### src/rtl/riscv_mem_pkg.sv
// ---------------------------------------------------------------------------
// riscv_mem_pkg
// Shared definitions for the instruction-memory slice of the RISC-V core.
//   RV_NOP_WORD  : canonical NOP (addi x0,x0,0). The pipeline flush logic
//                  injects the same word.
//   imem_state_e : boot-load / run state of the loadable instruction memory.
//   fetch_src_e  : selects what drives fetch_data after a fetch.
//   word_idx_w() : width of the word index carved out of a byte address.
// ---------------------------------------------------------------------------
package riscv_mem_pkg;

    localparam logic [31:0] RV_NOP_WORD = 32'h0000_0013;

    typedef enum logic {
        IMEM_LOAD = 1'b0,
        IMEM_RUN  = 1'b1
    } imem_state_e;

    // FSRC_ZERO exists so fetch_data reads as 0 out of reset even though the
    // RAM read register has no reset of its own.
    typedef enum logic [1:0] {
        FSRC_ZERO = 2'd0,
        FSRC_RAM  = 2'd1,
        FSRC_NOP  = 2'd2
    } fetch_src_e;

    // Byte address -> word index drops the two byte-offset bits.
    function automatic int word_idx_w(input int addr_w);
        return addr_w - 2;
    endfunction

endpackage

### src/rtl/inst_mem_loadable_if.sv
// ---------------------------------------------------------------------------
// inst_mem_loadable_if
// Bundles the boot-load stream and the fetch handshake of inst_mem_loadable.
//   master : loader / fetch stage side (drives load_* requests and fetch_req)
//   slave  : the memory itself
// Parameters must match the attached inst_mem_loadable instance.
// ---------------------------------------------------------------------------
interface inst_mem_loadable_if #(
    parameter int ADDR_W = 8,
    parameter int DEPTH  = 64
);
    localparam int CNT_W = $clog2(DEPTH) + 1;

    // Boot-load stream
    logic              load_valid;
    logic [31:0]       load_data;
    logic              load_last;
    logic              load_ready;
    logic              load_overflow;
    logic [CNT_W-1:0]  load_count;

    // Fetch handshake
    logic              fetch_req;
    logic [ADDR_W-1:0] fetch_addr;
    logic              fetch_ready;
    logic              fetch_valid;
    logic [31:0]       fetch_data;
    logic              fetch_fault;

    modport master (
        output load_valid, load_data, load_last,
        output fetch_req, fetch_addr,
        input  load_ready, load_overflow, load_count,
        input  fetch_ready, fetch_valid, fetch_data, fetch_fault
    );

    modport slave (
        input  load_valid, load_data, load_last,
        input  fetch_req, fetch_addr,
        output load_ready, load_overflow, load_count,
        output fetch_ready, fetch_valid, fetch_data, fetch_fault
    );

endinterface

### src/rtl/inst_ram_1w1r.sv
// ---------------------------------------------------------------------------
// inst_ram_1w1r
// DEPTH x 32 RAM, one write port, one synchronous read port, no reset, so it
// maps onto a block RAM.
//   clk   : rising-edge clock
//   we    : write enable; mem[waddr] <= wdata
//   re    : read enable; rdata <= mem[raddr], otherwise rdata holds
//   rdata : registered read data
// ---------------------------------------------------------------------------
module inst_ram_1w1r #(
    parameter int DEPTH = 64,
    parameter int AW    = $clog2(DEPTH)
) (
    input  logic          clk,
    input  logic          we,
    input  logic [AW-1:0] waddr,
    input  logic [31:0]   wdata,
    input  logic          re,
    input  logic [AW-1:0] raddr,
    output logic [31:0]   rdata
);

    logic [31:0] mem [DEPTH];

    always_ff @(posedge clk) begin
        if (we) begin
            mem[waddr] <= wdata;
        end
    end

    // Read register holds between reads; the top relies on this to keep
    // fetch_data stable while fetch_valid is low.
    always_ff @(posedge clk) begin
        if (re) begin
            rdata <= mem[raddr];
        end
    end

endmodule

### src/rtl/inst_mem_loadable.sv
// ---------------------------------------------------------------------------
// inst_mem_loadable
// Loadable instruction memory. After reset it sits in LOAD and accepts a
// program as a stream of words at an internal pointer; the word flagged
// load_last moves it to RUN, where it serves 1-cycle-latency fetches.
// Misaligned or out-of-range fetches return NOP with fetch_fault.
//   clk, rst : clock, synchronous active-high reset (RAM contents kept)
//   bus      : inst_mem_loadable_if.slave
//              load_valid/load_data/load_last in, load_ready/load_overflow/
//              load_count out; fetch_req/fetch_addr in, fetch_ready/
//              fetch_valid/fetch_data/fetch_fault out
// Constraints: DEPTH power of two (16..4096), 2**ADDR_W >= 4*DEPTH.
// ---------------------------------------------------------------------------
module inst_mem_loadable
    import riscv_mem_pkg::*;
#(
    parameter int          DEPTH    = 64,
    parameter int          ADDR_W   = 8,
    parameter logic [31:0] NOP_WORD = RV_NOP_WORD
) (
    input logic               clk,
    input logic               rst,
    inst_mem_loadable_if.slave bus
);

    localparam int AW    = $clog2(DEPTH);
    localparam int CNT_W = AW + 1;
    localparam int IDX_W = word_idx_w(ADDR_W);

    imem_state_e      state_q;
    imem_state_e      state_d;
    logic [CNT_W-1:0] load_count_q;
    logic             load_overflow_q;
    logic             fetch_valid_q;
    logic             fetch_fault_q;
    fetch_src_e       fetch_src_q;

    logic             in_load;
    logic             load_full;
    logic             load_accept;
    logic             load_done;
    logic [IDX_W-1:0] fetch_idx;
    logic             idx_high;
    logic             fetch_bad;
    logic             fetch_accept;
    logic             ram_we;
    logic             ram_re;
    logic [31:0]      ram_rdata;

    // Load side: pointer full means a further word is an overflow, not a write.
    // Ending the load on load_last is allowed even when that word overflowed,
    // so a too-long program still releases the core.
    always_comb begin
        in_load     = (state_q == IMEM_LOAD);
        load_full   = (load_count_q == CNT_W'(DEPTH));
        load_accept = bus.load_valid & in_load & ~load_full;
        load_done   = bus.load_valid & bus.load_last & in_load;
        ram_we      = load_accept & ~rst;
    end

    // Anything at or above DEPTH shows up as a set bit above the RAM address
    // bits because DEPTH is a power of two.
    assign fetch_idx = bus.fetch_addr[ADDR_W-1:2];

    if (IDX_W > AW) begin : g_range_check
        assign idx_high = |fetch_idx[IDX_W-1:AW];
    end else begin : g_no_range_check
        assign idx_high = 1'b0;
    end

    always_comb begin
        fetch_bad    = (bus.fetch_addr[1:0] != 2'b00) | idx_high;
        fetch_accept = bus.fetch_req & (state_q == IMEM_RUN);
        ram_re       = fetch_accept & ~fetch_bad;
    end

    // Next-state logic: RUN is left only through reset.
    always_comb begin
        state_d = state_q;
        case (state_q)
            IMEM_LOAD: begin
                if (load_done) begin
                    state_d = IMEM_RUN;
                end
            end
            IMEM_RUN: begin
                state_d = IMEM_RUN;
            end
            default: begin
                state_d = IMEM_LOAD;
            end
        endcase
    end

    // State, load pointer and fetch response registers.
    always_ff @(posedge clk) begin
        if (rst) begin
            state_q         <= IMEM_LOAD;
            load_count_q    <= '0;
            load_overflow_q <= 1'b0;
            fetch_valid_q   <= 1'b0;
            fetch_fault_q   <= 1'b0;
            fetch_src_q     <= FSRC_ZERO;
        end else begin
            state_q       <= state_d;
            fetch_valid_q <= fetch_accept;
            fetch_fault_q <= fetch_accept & fetch_bad;
            if (load_accept) begin
                load_count_q <= load_count_q + CNT_W'(1);
            end
            if (bus.load_valid & in_load & load_full) begin
                load_overflow_q <= 1'b1;
            end
            if (fetch_accept) begin
                fetch_src_q <= fetch_bad ? FSRC_NOP : FSRC_RAM;
            end
        end
    end

    inst_ram_1w1r #(
        .DEPTH (DEPTH),
        .AW    (AW)
    ) u_ram (
        .clk   (clk),
        .we    (ram_we),
        .waddr (load_count_q[AW-1:0]),
        .wdata (bus.load_data),
        .re    (ram_re),
        .raddr (fetch_idx[AW-1:0]),
        .rdata (ram_rdata)
    );

    // fetch_data is steered rather than registered a second time, so the RAM
    // read register supplies the data with a single cycle of latency.
    always_comb begin
        bus.fetch_data = 32'h0;
        case (fetch_src_q)
            FSRC_RAM:  bus.fetch_data = ram_rdata;
            FSRC_NOP:  bus.fetch_data = NOP_WORD;
            default:   bus.fetch_data = 32'h0;
        endcase
    end

    assign bus.load_ready    = (state_q == IMEM_LOAD);
    assign bus.load_overflow = load_overflow_q;
    assign bus.load_count    = load_count_q;
    assign bus.fetch_ready   = (state_q == IMEM_RUN);
    assign bus.fetch_valid   = fetch_valid_q;
    assign bus.fetch_fault   = fetch_fault_q;

endmodule

### src/flat_wrapper.sv
// flat-port wrapper written by rule: the top's interface ports become plain ports
module inst_mem_loadable_flat import riscv_mem_pkg::*;
#(
    parameter int          DEPTH    = 64,
    parameter int          ADDR_W   = 8,
    parameter logic [31:0] NOP_WORD = RV_NOP_WORD
)
  (clk, rst, bus_load_valid, bus_load_data, bus_load_last, bus_fetch_req, bus_fetch_addr, bus_load_ready, bus_load_overflow, bus_load_count, bus_fetch_ready, bus_fetch_valid, bus_fetch_data, bus_fetch_fault);
  inst_mem_loadable_if #(.ADDR_W(ADDR_W), .DEPTH(DEPTH)) bus_i ();
  input logic clk;
  input logic rst;
  input wire logic [$bits(bus_i.load_valid)-1:0] bus_load_valid;
  input wire logic [$bits(bus_i.load_data)-1:0] bus_load_data;
  input wire logic [$bits(bus_i.load_last)-1:0] bus_load_last;
  input wire logic [$bits(bus_i.fetch_req)-1:0] bus_fetch_req;
  input wire logic [$bits(bus_i.fetch_addr)-1:0] bus_fetch_addr;
  output wire logic [$bits(bus_i.load_ready)-1:0] bus_load_ready;
  output wire logic [$bits(bus_i.load_overflow)-1:0] bus_load_overflow;
  output wire logic [$bits(bus_i.load_count)-1:0] bus_load_count;
  output wire logic [$bits(bus_i.fetch_ready)-1:0] bus_fetch_ready;
  output wire logic [$bits(bus_i.fetch_valid)-1:0] bus_fetch_valid;
  output wire logic [$bits(bus_i.fetch_data)-1:0] bus_fetch_data;
  output wire logic [$bits(bus_i.fetch_fault)-1:0] bus_fetch_fault;
  assign bus_i.load_valid = bus_load_valid;
  assign bus_i.load_data = bus_load_data;
  assign bus_i.load_last = bus_load_last;
  assign bus_i.fetch_req = bus_fetch_req;
  assign bus_i.fetch_addr = bus_fetch_addr;
  assign bus_load_ready = bus_i.load_ready;
  assign bus_load_overflow = bus_i.load_overflow;
  assign bus_load_count = bus_i.load_count;
  assign bus_fetch_ready = bus_i.fetch_ready;
  assign bus_fetch_valid = bus_i.fetch_valid;
  assign bus_fetch_data = bus_i.fetch_data;
  assign bus_fetch_fault = bus_i.fetch_fault;
  inst_mem_loadable #(.DEPTH(DEPTH), .ADDR_W(ADDR_W), .NOP_WORD(NOP_WORD)) u_core (.clk(clk), .rst(rst), .bus(bus_i));
endmodule
### config.mk
export PLATFORM = sky130hd
export DESIGN_NAME = inst_mem_loadable_flat
export DESIGN_NICKNAME = d
export VERILOG_FILES = /design/src/rtl/riscv_mem_pkg.sv /design/src/rtl/inst_mem_loadable_if.sv /design/src/rtl/inst_ram_1w1r.sv /design/src/rtl/inst_mem_loadable.sv /design/src/flat_wrapper.sv
export SDC_FILE = /design/constraint.sdc
export NUM_CORES = 2
export LEC_CHECK = 0
export BUFFER_PORTS_ARGS = -buffer_cell sky130_fd_sc_hd__buf_2
export CAP_MARGIN = 10
export CORE_MARGIN = 5
export CORE_UTILIZATION = 39
export DETAILED_ROUTE_END_ITERATION = 10
export GPL_ROUTABILITY_DRIVEN = 0
export REMOVE_ABC_BUFFERS = 1
export SLEW_MARGIN = 15
export SYNTH_ARGS = -nofsm -noshare
export SYNTH_HDL_FRONTEND = slang
export SYNTH_SLANG_ARGS = --single-unit
### constraint.sdc
create_clock -name clk -period 6.92 [get_ports clk]
set_input_delay 0 -clock clk [delete_from_list [all_inputs] [get_ports clk]]
set_output_delay 0 -clock clk [all_outputs]
set_load 0.01 [all_outputs]
==> qor.txt <==
minimum clock period -> 4290 ps
Seq cells post-synth -> 2,093
Nets -> 3,811
Post-DP HPWL -> 119,000 um
drt total wl -> 210,000 um
post-cts resize count -> 0
worst min path class -> in2reg
max cap viols -> 0
crit start category -> register
CP max-delay cell -> nor2_4
Hold Vio Cnt, Final -> 0
Post-Syn Instances -> 3,529
setup_tns -> 0 ps
met1 Use GR -> 28.3%
final period utilization -> 62.0%
syn avg cell area -> 22.6 um2
pwr dens -> 288 mW/mm2
die width -> 462 um
Post-synth top cells -> edfxtp_1, mux4_2, o22ai_1, nand2_1, nor2_1
Async S/R FF share, synth -> 0%
Iteration-0 DRC Markers -> 5,125
deepest clock path buffer count -> 3
Crit path required time -> 7330 ps
input/output buffers -> 88
VDD IR max -> 0.191 mV
# hold bufs at CTS -> 48
gr usage total -> 19.6%
# rows -> 166
largest net degree at the start of global routing -> 105
count leader, synth -> edfxtp_1
met2 usage -> 29.9%
Adder-Cell Fraction of Synth Area -> 0.0628%
Worst-path clk slew -> 60 ps
static leakage -> 27.9 nW
Non-Filler Instances -> 6,621
worst hold stages -> 3
I/O pin total -> 89
Vias -> 38,400
RSZ-0062 raised after global routing -> false
Cell Area, Synth -> 0.0797 mm2
Setup violations, final -> 0
Area after DPL -> 0.0838 mm2
Critical Path Stages -> 7
Pre-antenna DRT Iters -> 6
Initial Util -> 39.1%
top cell family by delay on the critical path -> simple AND/OR/NAND/NOR gates
global-route wire length before repair -> 295,000 um
maximum fanout along the worst path -> 32
core area -> 0.204 mm2
post-synthesis sequential area ratio -> 78.7%
Synth Area in Compound Gates -> 2.20%
critical path arrival -> 4700 ps
leading area contributor after synthesis -> edfxtp_1
Synth top area share -> 78.3%
initial antenna violation count -> 9
root buffer cell -> clkbuf_16
P&R area growth vs syn -> 13.8%
Max stage delay on crit path -> 1210 ps
CTS buffer count -> 205
Post-CTS Setup Repair Bufs -> 0
library cells used by synthesis -> 53
number of synthesized flops with an enable pin -> 2,080
CP endpoint kind -> register
CP cell instances -> inv_1 -> ha_1 -> nand2_1 -> o31ai_4 -> nor2_2 -> nand4_2 -> nor2_4
number of global-route vias before repair -> 37,600
status -> finished clean
number of buffers and inverters on the critical path -> 1
fraction of layout cells with a size suffix above 1 -> 26.9%
dominant synthesized flop cell -> edfxtp_1
Post-Synth XOR/XNOR Area -> 0.0439%
Synth Area in Simple Gates -> 2.33%
grt met3 use -> 4.52%
die height -> 462 um
H-tree level count -> 4
fmax -> 233 MHz
most used routing layer -> met2
drt drc -> 0
Num Clock Sinks -> 2,093
Max Slew Vio Count -> 0
placed cells -> 6,193
R2R depth -> 7
fin area -> 0.0908 mm2
synth warn -> 0
largest family of logic cells by synthesized area -> multiplexers
ranking of synthesized cells by area -> edfxtp_1, mux4_2, o22ai_1
Final ANT Viol Nets -> 0
WL/cell -> 31.7 um
GRT overflow -> 0
Die ar. -> 0.214 mm2
clock latency on the worst-skew pair -> 850 ps
Max-slew headroom -> 13.4%
mux cell area share after synthesis -> 15.3%
TritonCTS clock tree -> built
Worst Tran Pin Value -> 1290 ps
mean number of vias per cell -> 5.80
Max Clock Skew -> 54.6 ps
Worst Path Class, Setup -> reg2reg
## final cells by class
cell class                 instances  area (um2)
clock inverter                   119        1130
antenna                            5        12.5
inverter                           8        30.0
tap                             2688        3360
multi-input combinational       1230       16400
fill                           17100      113000
clock buffer                     254        5340
timing repair buffer             224        1800
sequential                      2093       62700
## kinds of logic after synthesis
group,count (synthesis)
buffers and inverters,206
adder cells (fa/ha/maj),4
AO/OA/AOI/OAI,260
AND/OR/NAND/NOR,382
XOR/XNOR,4
multiplexers,580
flip-flops,2093
## through the flow
step / setup slack, ps / hold slack (ps) / util (%) / total power [mW]
2_1_floorplan: 1660 / 69.1 / - / 14.7
3_3_place_gp: 2490 / 222 / 41.1 / 15.5
3_5_place_dp: 2690 / 248 / 41.1 / 15.5
4_1_cts: 2710 / 50.7 / 44.5 / 26.3
5_1_grt: 2530 / 138 / 44.5 / 26.9
6_report: 2630 / 150 / 44.5 / 26.1
## cells in the final DEF (no fill, tap or decap), drive strengths merged, types with 11 or more instances in the layout
cell / instances
a211oi: 11
a21oi: 27
a221oi: 12
a2bb2oi: 12
and2: 35
buf: 176
bufinv: 18
clkbuf: 254
clkinv: 92
dfxtp: 13
dlygate4sd3: 48
edfxtp: 2080
inv: 12
mux2: 16
mux2i: 55
mux4: 509
nand2: 103
nand2b: 22
nand3: 43
nor2: 102
nor3: 17
nor4: 29
o211ai: 13
o21ai: 29
o221ai: 17
o22a: 11
o22ai: 110
## state kept, by name, summed over array words and instances (netlist names)
register / cells
u_core.u_ram.mem: 2048
u_core.bus.load_overflow: 1
u_core.bus.fetch_ready: 1
u_core.u_ram.rdata: 32
u_core.bus.fetch_valid: 1
u_core.fetch_src_q: 2
u_core.bus.fetch_fault: 1
u_core.bus.load_count: 7
## layer usage
layer / up-vias / share of wire [%] / wire length (um)
li1: 15500 / - / -
met1: 20900 / 41 / 86100
met2: 1756 / 46 / 97400
met3: 300 / 9.3 / 19600
met4: 2 / 3.2 / 6720
met5: - / 0.0062 / 13
## final timing paths
| check | startpoint | end | slack (ps) |
|---|---|---|---|
| max reg2reg | u_core.bus.load_count[0]$_SDFFE_PP0P_ | u_core.u_ram.mem[33][16]$_DFFE_PP_ | 2630 |
| min | rst | u_core.fetch_src_q[0]$_SDFFE_PP0N_ | 150 |
| max | u_core.bus.load_count[0]$_SDFFE_PP0P_ | u_core.u_ram.mem[33][16]$_DFFE_PP_ | 2630 |
| min reg2reg | u_core.bus.load_overflow$_SDFFE_PP0P_ | u_core.bus.load_overflow$_SDFFE_PP0P_ | 490 |
## power breakdown
group	internal [mW]	total, mW	switching, mW
combinational	0.423	1.29	0.867
sequential	14.0	14.0	0.0138
clock	6.13	10.8	4.71
## worst min-delay path, delay by kind of cell
family | cells | cell delay, ps
buffers and inverters | 2 | 810
AND/OR/NAND/NOR | 1 | 150
Note: power is estimated with default switching activity, not from simulation.
